`src/rtl/calc_controller_if.sv`:
```
// Bus bundle for calc_controller: buttons, operand digits, ALU handshake and
// display drive. The master modport is the controller's view; the slave
// modport is the view of whatever surrounds it (buttons, ALU, display).
interface calc_controller_if;
    logic [8:0]  B;
    logic [3:0]  n1dig1;
    logic [3:0]  n1dig0;
    logic [3:0]  n2dig1;
    logic [3:0]  n2dig0;
    logic [1:0]  alu_op;
    logic        alu_start;
    logic        alu_done;
    logic [13:0] alu_result;
    logic        alu_neg;
    logic [3:0]  num;
    logic [3:0]  enabler;
    logic        dot;
    logic        busy;
    logic        err;

    modport master (
        input  B, alu_done, alu_result, alu_neg,
        output n1dig1, n1dig0, n2dig1, n2dig0, alu_op, alu_start,
               num, enabler, dot, busy, err
    );

    modport slave (
        output B, alu_done, alu_result, alu_neg,
        input  n1dig1, n1dig0, n2dig1, n2dig0, alu_op, alu_start,
               num, enabler, dot, busy, err
    );
endinterface

```
`src/rtl/calc_controller.sv`:
```
// calc_controller: sequencing controller for the two-operand 7-segment
// calculator. Handles operand digit entry from button edges, op selection,
// the start/done ALU handshake, a sequential 14-bit double-dabble to four BCD
// digits, and the four-digit multiplexed display scan.
// Optional feature: define CALC_CTRL_TIMEOUT_EN to bound the wait for the ALU
// to TIMEOUT_CYC cycles (timeout lands in SHOW with err set).
module calc_controller #(
    parameter int SCAN_DIV    = 250000,
    parameter int TIMEOUT_CYC = 1024
) (
    input  logic              clk,
    input  logic              rst,
    calc_controller_if.master io_bus
);

`ifdef CALC_CTRL_TIMEOUT_EN
    localparam bit TIMEOUT_EN = 1'b1;
`else
    localparam bit TIMEOUT_EN = 1'b0;
`endif

    localparam int SCAN_W = (SCAN_DIV > 1) ? $clog2(SCAN_DIV) : 1;
    localparam int WAIT_W = (TIMEOUT_CYC > 1) ? $clog2(TIMEOUT_CYC) : 1;

    typedef enum logic [2:0] {
        ST_ENTRY,
        ST_LAUNCH,
        ST_WAIT_ALU,
        ST_CONVERT,
        ST_SHOW
    } state_t;

    state_t             r_state;
    state_t             w_nextState;

    logic [8:0]         r_bPrev;
    logic [8:0]         w_edge;
    logic               w_clrEdge;
    logic               w_opEdge;
    logic [1:0]         w_opCode;

    logic [3:0]         r_n1d0;
    logic [3:0]         r_n1d1;
    logic [3:0]         r_n2d0;
    logic [3:0]         r_n2d1;
    logic [1:0]         r_aluOp;

    logic [13:0]        r_bin;
    logic [15:0]        r_bcd;
    logic [11:0]        w_bcdAdj;
    logic [3:0]         r_iter;
    logic               r_neg;
    logic               r_err;

    logic [WAIT_W-1:0]  r_waitCnt;
    logic               w_timeout;

    logic [SCAN_W-1:0]  r_scanCnt;
    logic [1:0]         r_digSel;

    logic [3:0]         w_num;
    logic [3:0]         w_enabler;
    logic               w_dot;
    logic               w_busy;
    logic               w_aluStart;

    function automatic logic [3:0] bcdInc(input logic [3:0] d);
        return (d == 4'd9) ? 4'd0 : d + 4'd1;
    endfunction

    // Rising edges of the button levels; clear outranks everything and the
    // lowest-numbered op button wins when several rise together.
    always_comb begin
        w_edge    = io_bus.B & ~r_bPrev;
        w_clrEdge = w_edge[4];
        w_opEdge  = |w_edge[8:5];
        w_opCode  = 2'd0;
        if (w_edge[5])      w_opCode = 2'd0;
        else if (w_edge[6]) w_opCode = 2'd1;
        else if (w_edge[7]) w_opCode = 2'd2;
        else if (w_edge[8]) w_opCode = 2'd3;
    end

    // Previous button levels, refreshed every cycle for edge detection.
    always_ff @(posedge clk) begin
        if (rst) r_bPrev <= '0;
        else     r_bPrev <= io_bus.B;
    end

    // Timeout fires on the last allowed WAIT_ALU cycle when the feature is on.
    always_comb begin
        w_timeout = TIMEOUT_EN && (r_state == ST_WAIT_ALU) &&
                    (r_waitCnt == WAIT_W'(TIMEOUT_CYC - 1));
    end

    // State register.
    always_ff @(posedge clk) begin
        if (rst) r_state <= ST_ENTRY;
        else     r_state <= w_nextState;
    end

    // Next-state logic for the entry / launch / wait / convert / show flow.
    always_comb begin
        w_nextState = r_state;
        case (r_state)
            ST_ENTRY: begin
                if (!w_clrEdge && w_opEdge) w_nextState = ST_LAUNCH;
            end
            ST_LAUNCH: w_nextState = ST_WAIT_ALU;
            ST_WAIT_ALU: begin
                if (w_clrEdge)            w_nextState = ST_ENTRY;
                else if (io_bus.alu_done) w_nextState = ST_CONVERT;
                else if (w_timeout)       w_nextState = ST_SHOW;
            end
            ST_CONVERT: begin
                if (r_iter == 4'd13) w_nextState = ST_SHOW;
            end
            ST_SHOW: begin
                if (w_clrEdge)     w_nextState = ST_ENTRY;
                else if (w_opEdge) w_nextState = ST_LAUNCH;
            end
            default: w_nextState = ST_ENTRY;
        endcase
    end

    // Operand digits and op code; frozen outside ENTRY and SHOW so the ALU
    // sees stable inputs from launch until conversion ends.
    always_ff @(posedge clk) begin
        if (rst) begin
            r_n1d0  <= '0;
            r_n1d1  <= '0;
            r_n2d0  <= '0;
            r_n2d1  <= '0;
            r_aluOp <= '0;
        end else begin
            case (r_state)
                ST_ENTRY: begin
                    if (w_clrEdge) begin
                        r_n1d0 <= '0;
                        r_n1d1 <= '0;
                        r_n2d0 <= '0;
                        r_n2d1 <= '0;
                    end else if (w_opEdge) begin
                        r_aluOp <= w_opCode;
                    end else begin
                        if (w_edge[0]) r_n1d0 <= bcdInc(r_n1d0);
                        if (w_edge[1]) r_n1d1 <= bcdInc(r_n1d1);
                        if (w_edge[2]) r_n2d0 <= bcdInc(r_n2d0);
                        if (w_edge[3]) r_n2d1 <= bcdInc(r_n2d1);
                    end
                end
                ST_SHOW: begin
                    if (w_clrEdge) begin
                        r_n1d0 <= '0;
                        r_n1d1 <= '0;
                        r_n2d0 <= '0;
                        r_n2d1 <= '0;
                    end else if (w_opEdge) begin
                        r_aluOp <= w_opCode;
                    end
                end
                default: ;
            endcase
        end
    end

    // Add-3 adjust of the low three BCD nibbles ahead of each shift. The top
    // nibble only ever carries out for results above 9999, which are flagged
    // as errors and blanked anyway.
    always_comb begin
        w_bcdAdj = r_bcd[11:0];
        for (int k = 0; k < 3; k++) begin
            if (r_bcd[4*k +: 4] >= 4'd5) w_bcdAdj[4*k +: 4] = r_bcd[4*k +: 4] + 4'd3;
        end
    end

    // Result capture, error flags and the one-bit-per-cycle double-dabble.
    always_ff @(posedge clk) begin
        if (rst) begin
            r_bin  <= '0;
            r_bcd  <= '0;
            r_iter <= '0;
            r_neg  <= 1'b0;
            r_err  <= 1'b0;
        end else begin
            case (r_state)
                ST_WAIT_ALU: begin
                    if (w_clrEdge) begin
                        r_err <= r_err;
                    end else if (io_bus.alu_done) begin
                        r_bin  <= io_bus.alu_result;
                        r_bcd  <= '0;
                        r_iter <= '0;
                        r_neg  <= io_bus.alu_neg;
                        r_err  <= (io_bus.alu_result > 14'd9999) ||
                                  ((r_aluOp == 2'b11) && (r_n2d0 == 4'd0) && (r_n2d1 == 4'd0));
                    end else if (w_timeout) begin
                        r_err <= 1'b1;
                        r_neg <= 1'b0;
                    end
                end
                ST_CONVERT: begin
                    r_bcd  <= {r_bcd[14:12], w_bcdAdj, r_bin[13]};
                    r_bin  <= {r_bin[12:0], 1'b0};
                    r_iter <= r_iter + 4'd1;
                end
                ST_SHOW: begin
                    if (w_clrEdge || w_opEdge) begin
                        r_err <= 1'b0;
                        r_neg <= 1'b0;
                    end
                end
                default: ;
            endcase
        end
    end

    // Cycles spent in WAIT_ALU; restarts whenever the state is left.
    always_ff @(posedge clk) begin
        if (rst)                           r_waitCnt <= '0;
        else if (r_state != ST_WAIT_ALU)   r_waitCnt <= '0;
        else                               r_waitCnt <= r_waitCnt + 1'b1;
    end

    // Free-running display scan; independent of the controller state.
    always_ff @(posedge clk) begin
        if (rst) begin
            r_scanCnt <= '0;
            r_digSel  <= '0;
        end else if (r_scanCnt == SCAN_W'(SCAN_DIV - 1)) begin
            r_scanCnt <= '0;
            r_digSel  <= r_digSel + 2'd1;
        end else begin
            r_scanCnt <= r_scanCnt + 1'b1;
        end
    end

    // Outputs: handshake, busy flag and the per-slot digit/dot selection.
    always_comb begin
        w_busy     = (r_state == ST_LAUNCH) || (r_state == ST_WAIT_ALU) || (r_state == ST_CONVERT);
        w_aluStart = (r_state == ST_LAUNCH);
        w_enabler  = ~(4'b0001 << r_digSel);
        w_num      = 4'hF;
        w_dot      = 1'b1;
        case (r_state)
            ST_ENTRY: begin
                case (r_digSel)
                    2'd0:    w_num = r_n1d0;
                    2'd1:    w_num = r_n1d1;
                    2'd2:    w_num = r_n2d0;
                    default: w_num = r_n2d1;
                endcase
                w_dot = (r_digSel != 2'd2);
            end
            ST_SHOW: begin
                w_num = r_err ? 4'hF : r_bcd[{r_digSel, 2'b00} +: 4];
                w_dot = !((r_digSel == 2'd3) && r_neg);
            end
            default: ;
        endcase
    end

    assign io_bus.n1dig0    = r_n1d0;
    assign io_bus.n1dig1    = r_n1d1;
    assign io_bus.n2dig0    = r_n2d0;
    assign io_bus.n2dig1    = r_n2d1;
    assign io_bus.alu_op    = r_aluOp;
    assign io_bus.alu_start = w_aluStart;
    assign io_bus.busy      = w_busy;
    assign io_bus.err       = r_err;
    assign io_bus.num       = w_num;
    assign io_bus.enabler   = w_enabler;
    assign io_bus.dot       = w_dot;

endmodule

```
`src/flat_wrapper.sv`:
```
// flat-port wrapper written by rule: the top's interface ports become plain ports
module calc_controller_flat 
#(
    parameter int SCAN_DIV    = 250000,
    parameter int TIMEOUT_CYC = 1024
)
  (clk, rst, io_bus_B, io_bus_alu_done, io_bus_alu_result, io_bus_alu_neg, io_bus_n1dig1, io_bus_n1dig0, io_bus_n2dig1, io_bus_n2dig0, io_bus_alu_op, io_bus_alu_start, io_bus_num, io_bus_enabler, io_bus_dot, io_bus_busy, io_bus_err);
  calc_controller_if io_bus_i ();
  input  logic clk;
  input  logic rst;
  input wire logic [$bits(io_bus_i.B)-1:0] io_bus_B;
  input wire logic [$bits(io_bus_i.alu_done)-1:0] io_bus_alu_done;
  input wire logic [$bits(io_bus_i.alu_result)-1:0] io_bus_alu_result;
  input wire logic [$bits(io_bus_i.alu_neg)-1:0] io_bus_alu_neg;
  output wire logic [$bits(io_bus_i.n1dig1)-1:0] io_bus_n1dig1;
  output wire logic [$bits(io_bus_i.n1dig0)-1:0] io_bus_n1dig0;
  output wire logic [$bits(io_bus_i.n2dig1)-1:0] io_bus_n2dig1;
  output wire logic [$bits(io_bus_i.n2dig0)-1:0] io_bus_n2dig0;
  output wire logic [$bits(io_bus_i.alu_op)-1:0] io_bus_alu_op;
  output wire logic [$bits(io_bus_i.alu_start)-1:0] io_bus_alu_start;
  output wire logic [$bits(io_bus_i.num)-1:0] io_bus_num;
  output wire logic [$bits(io_bus_i.enabler)-1:0] io_bus_enabler;
  output wire logic [$bits(io_bus_i.dot)-1:0] io_bus_dot;
  output wire logic [$bits(io_bus_i.busy)-1:0] io_bus_busy;
  output wire logic [$bits(io_bus_i.err)-1:0] io_bus_err;
  assign io_bus_i.B = io_bus_B;
  assign io_bus_i.alu_done = io_bus_alu_done;
  assign io_bus_i.alu_result = io_bus_alu_result;
  assign io_bus_i.alu_neg = io_bus_alu_neg;
  assign io_bus_n1dig1 = io_bus_i.n1dig1;
  assign io_bus_n1dig0 = io_bus_i.n1dig0;
  assign io_bus_n2dig1 = io_bus_i.n2dig1;
  assign io_bus_n2dig0 = io_bus_i.n2dig0;
  assign io_bus_alu_op = io_bus_i.alu_op;
  assign io_bus_alu_start = io_bus_i.alu_start;
  assign io_bus_num = io_bus_i.num;
  assign io_bus_enabler = io_bus_i.enabler;
  assign io_bus_dot = io_bus_i.dot;
  assign io_bus_busy = io_bus_i.busy;
  assign io_bus_err = io_bus_i.err;
  calc_controller #(.SCAN_DIV(SCAN_DIV), .TIMEOUT_CYC(TIMEOUT_CYC)) u_core (.clk(clk), .rst(rst), .io_bus(io_bus_i));
endmodule
```
`config.mk`:
```
export PLATFORM = sky130hd
export DESIGN_NAME = calc_controller_flat
export DESIGN_NICKNAME = d
export VERILOG_FILES = /design/src/rtl/calc_controller_if.sv /design/src/rtl/calc_controller.sv /design/src/flat_wrapper.sv
export SDC_FILE = /design/constraint.sdc
export NUM_CORES = 1
export LEC_CHECK = 0
export CORE_ASPECT_RATIO = 2
export CORE_MARGIN = 2
export CORE_UTILIZATION = 55
export CTS_BUF_LIST = sky130_fd_sc_hd__clkbuf_16
export DETAILED_ROUTE_END_ITERATION = 12
export PLACE_DENSITY = 0.86
export SYNTH_ARGS = -nofsm -noshare
export SYNTH_HDL_FRONTEND = slang
export SYNTH_SLANG_ARGS = --single-unit
```
`constraint.sdc`:
```
create_clock -name clk -period 1.9 [get_ports clk]
set_input_delay 0.19 -clock clk [delete_from_list [all_inputs] [get_ports clk]]
set_output_delay 0.19 -clock clk [all_outputs]
set_load 0.02 [all_outputs]
```
# Word-level counts from Yosys, hierarchy flattened
# Index checks and enable logic that the tools add are counted.
totals:
  register_bits: 86
  out_inout_bits: 30
  inputBits: 27
  word_cells: 145
classes:
  mux: 55
  n_lt_le_gt_ge: 4
  n_reduce_logical: 28
  shift: 2
  n_eq_ne: 28
  add_sub_neg: 10
  bitwise_logic: 4
op_table:
  columns: ["cell", "count"]
  rows:
  - ["$mux 4", 23]
  - ["$pmux 4 s2", 6]
  - ["$mux 16", 2]
  - ["$pmux 16 s2", 1]
  - ["$mux 14", 2]
  - ["$pmux 14 s2", 1]
  - ["$reduce_and 4->1", 6]
  - ["$add 4x1->4 const B", 5]
  - ["$eq 4x4->1 const B", 5]
  - ["$add 18x1->18 const B", 1]
  - ["$eq 18x18->1 const B", 1]
  - ["$mux 3", 6]
  - ["$shiftx 16x5->4", 1]
  - ["$ne 3x1->1 const B", 5]
  - ["$pmux 3 s5", 1]
  - ["$gt 14x14->1 const B", 1]
  - ["$add 4x2->4 const B", 3]
  - ["$ge 4x3->1 const B", 3]
  - ["$pmux 4 s3", 1]
  - ["$and 9x9->9", 1]
  - ["$not 9->9", 1]
  - ["$logic_not 4->1", 2]
  - ["$mux 2", 4]
  - ["$ne 2x1->1 const B", 4]
  - ["22 further kinds", 45]

# Depth between registers and ports, before layout
logic_depth:
  word_depth: 7
  mapped_depth: 8
  ltp_nobuf: 7

# Worst setup path before layout
# OpenSTA, ideal clock, no wires.
synth_path:
  path_type: "register to output"
  startpoint: "reg u_core.r_digSel[0]"
  endpoint: "out io_bus_num[0]"
  t_arrival_ns: 1.660
  path_buffers: 1
  setup_slack_ns: 0.050
  stages_incl_launch_ff: 7
  path_cell_list: "dfxtp_1 -> clkbuf_1 -> inv_1 -> ha_1 -> a222oi_1 -> mux2_2 -> a21oi_1"
synth_between:
  elab_chain_len: 3
  elab_cells_between_ends: 7
  cone_classes: "2 x eq/ne; 1 x shift; 3 x mux; 1 x reduce/logical"
synth_lines:
  columns: ["item", "line_no", "text"]
  rows:
  - ["from (decl)", "calc_controller.sv:59", "logic [1:0] r_digSel;"]
  - ["from (signal assigned)", "calc_controller.sv:232", "r_digSel <= r_digSel + 2'd1;"]
  - ["$shiftx 16x5->4, or another cell as far along", "calc_controller.sv:256", "w_num = r_err ? 4'hF : r_bcd[{r_digSel, 2'b00} +: 4];"]
  - ["$mux 4 or $pmux 4 s3 (tied branches)", "calc_controller.sv:256, calc_controller.sv:247", null]
  - ["$pmux 4 s2 (*)", "calc_controller.sv:245", "case (r_state)"]
  - ["to (decl)", "flat_wrapper.sv:21", "output wire logic [$bits(io_bus_i.num)-1:0] io_bus_num;"]
# Every way passes the cells marked *; elsewhere a longest branch is shown, timed or not.

# Final worst setup path
layout_path:
  startpoint: "reg u_core.r_digSel[0]"
  endpoint: "out io_bus_num[2]"
# Same word-level chain as after synthesis.

==> flow_summary.toml <==
[status]
status = "complete, but fails checks"
violations = "negative setup slack"

[drt]
postRouteAntennaNets = 0
wl_per_cell_um = 18.4
vias = 4460
routed_wl_mm = 13.2
drc = 0
drtIter0Drc = 442
detail_route.vias_per_cell = 6.19
firstDrtPassIters = 6

[synth]
yosysWarnings = 0
yosysUniqueCellTypes = 54
synth_cells = 537
ys_seq_elements = 86
async_reset_ff_share_pct = 0
ys.flop_type = "dfxtp_1"
synth_edf_count = 0
ys_seq_area_share_pct = 38.4
synth.avg_cell_area_um2 = 8.35
syn-num-nets = 588
netlist_area_um2 = 4480

[sta]
timing.final.max_slew_violations = 0
max_slew.worst_pin.slew_ps = 686
setup-tns-final_ps = -359
max_slew_margin_pct = 54.2
min_period_ps = 2010
fmax_ghz = 0.497
post-route-period-util_pct = 106
finalHoldViolations = 0
clock_skew_ps = 12.2
timing.final.ws_setup_ps = -113
rsz0062_at_grt = "yes"
setup_viol = 4

[final_layout]
regArea_um2 = 1730
area_delta_synth_final_pct = 29.2
multiInputGateArea_um2 = 2580
final_core_util_pct = 72.9
nFillCells = 547
num_antenna_cells = 0
mostFrequentLayoutCells = "dfxtp_1, nor2_1, nand2_1"
drive_above_1_share_pct = 15.2
final_common_cell = "dfxtp_1"
nets = 670

[setup_path]
crit_path_end_kind = "output port"
slowest_delay_ps = 420
startpoint_type = "register"
crit_chain = "inv_4 > ha_4 > a222oi_1 > mux2_4 > a21oi_2 > buf_6"
critPathKind = "register to output port"
reg2regPathDepth = 7
worst_path_max_delay_cell = "a222oi_1"
cp.required_ps = 1710
worstPathArrival_ps = 1820
path_max_fanout = 5

[power]
leakage_nw = 2.20
p_clk_share_pct = 34.9
p_int_w = 0.00394
comb_power_share_pct = 29.4
seq_power_share_pct = 35.7
p_sw_w = 0.00185
peakVddDrop_v = 0.000662
p_sw_share_pct = 32.0
p_per_area_nw_per_um2 = 1000

[global_routing]
grt_max_degree = 35
grtUsageTotal_pct = 31.6
grt_pass1_vias = 4604
grt_pass1_wl_mm = 21.6
antenna_found_initial = 0
gr-total-overflow = 0

[floorplanning]
rows = 46
die_h_um = 132
die_x_um = 67.8
die_area_um2 = 8930
initial_core_util_pct = 56.4
core_um2 = 7940
num_io_pins = 57

[place]
dp_hpwl_mm = 8.86
dp_slack_ps = -234
routabilityCongestion = 0.826
numPortBuffers = 56

[clock_tree]
numClockSinks = 86
cts_buffers = 9
clk_latency_ps = 340
cts-root-buf = "clkbuf_16"
htree_num_levels = 3
cts_tree = "built"
clock_path_buffers = 2
clk_pin_slew_worst_paths_ps = 70

[worst_hold_path]
hp-class = "primary input to register"
hold_depth = 2

[flow_run]
max_cap_viol_count = 0
[flip-flops by register name, indices dropped and copies added (netlist names)]
name,count
u_core.io_bus.alu_op,2
u_core.io_bus.n1dig0,4
u_core.r_digSel,2
u_core.r_bin,14
u_core.r_neg,1
u_core.io_bus.n2dig1,4
u_core.r_bPrev,9
u_core.r_bcd,16
u_core.r_scanCnt,18
u_core.io_bus.err,1
u_core.r_state,3
u_core.r_iter,4
u_core.io_bus.n2dig0,4
u_core.io_bus.n1dig1,4
[synth_stat cells (4+ instances only)]
master    number  area share [%]
a21oi_1       36             4.0
nand2_1       54             4.5
clkbuf_1      14             1.2
nand4_1       10             1.4
ha_1          24             6.7
o21ai_1        7            0.78
nand2b_1      13             1.8
xnor2_1       13             2.5
buf_2          9             1.0
a21o_1         4            0.67
dfxtp_1       86              38
a22oi_1        8             1.3
nand3_1       26             2.9
nand3b_1      10             1.7
mux4_2         4             2.0
nor2_1        65             5.4
xor2_1        10             2.0
a222oi_1       4            0.89
a311oi_1      13             2.5
nor2b_1       12             1.7
o31ai_1        4            0.67
and3_1         6            0.84
inv_1         27             2.3
nor3_1        11             1.2
o21ai_0       18             2.0
o21a_1         6             1.0
[layer usage]
layer  share of wire [%]  vias up  GRT usage [%]
met5                   0        -              0
met4                 6.8        0           23.0
li1                    -     2051              -
met1                  34     2110           29.1
met3                 6.3       81           12.0
met2                  53      218           53.4
[metrics by stage]
| stage | power, W | cells | area [µm²] | hold slack (ps) |
|---|---|---|---|---|
| after floorplan | 0.00302 | 537 | 4480 | 318 |
| after global placement | 0.00366 | 703 | 5370 | 435 |
| after detailed placement | 0.00372 | 703 | 5370 | 450 |
| after CTS | 0.00569 | 719 | 5720 | 377 |
| after global routing | 0.00601 | 720 | 5790 | 437 |
| final | 0.00580 | 720 | 5790 | 392 |
[critical path, delay by kind of cell (launching register included)]
kind / cells / cell delay, ps
flops: 1 / 410
mux: 1 / 230
compound gates: 2 / 470
buf+inv: 2 / 190
fa+ha+maj: 1 / 170
[cells by family after synthesis]
logic type      count (synthesis)  share of synthesized area (%)
compound gates                113                           16.4
xor+xnor                       23                           4.49
fa+ha+maj                      25                           6.92
buf+inv                        56                           5.61
flops                          86                           38.4
mux                             8                           2.99
simple gates                  226                           25.2
[cell type report]
| class | instances | share of cell area [%] |
|---|---|---|
| Clock inverter | 7 | 1.99 |
| Tap cell | 96 | 2.07 |
| Multi-Input combinational cell | 395 | 44.6 |
| Sequential cell | 86 | 29.9 |
| Clock buffer | 9 | 3.89 |
| Timing Repair Buffer | 100 | 15.8 |
| Inverter | 27 | 1.79 |
[worst paths after layout]
path / start / to / slack, ps
max reg2reg: u_core.r_state[1] / u_core.io_bus.n2dig0[2] / 120
min: rst / u_core.r_bPrev[3] / 390
min reg2reg: u_core.r_scanCnt[0] / u_core.r_scanCnt[0] / 460
max: u_core.r_digSel[0] / io_bus_num[2] / -110
[timing repair]
action                     in CTS  in global routing
buffers inserted                0                  1
cloned                          0                  0
gates resized for setup        40                 19
setup endpoints to repair      12                 13
hold buffers                    0                  0
pin swaps                       3                  8
[power by group through the flow]
stage               combinational [W]  sequential (W)  clock, W
finish                        0.00170         0.00207   0.00202
global placement              0.00158         0.00208         0
floorplan                    0.000910         0.00211         0
detailed placement            0.00163         0.00210         0
CTS                           0.00160         0.00206   0.00203
global route                  0.00184         0.00208   0.00210
No activity file was read; power rests on OpenSTA's default activity.
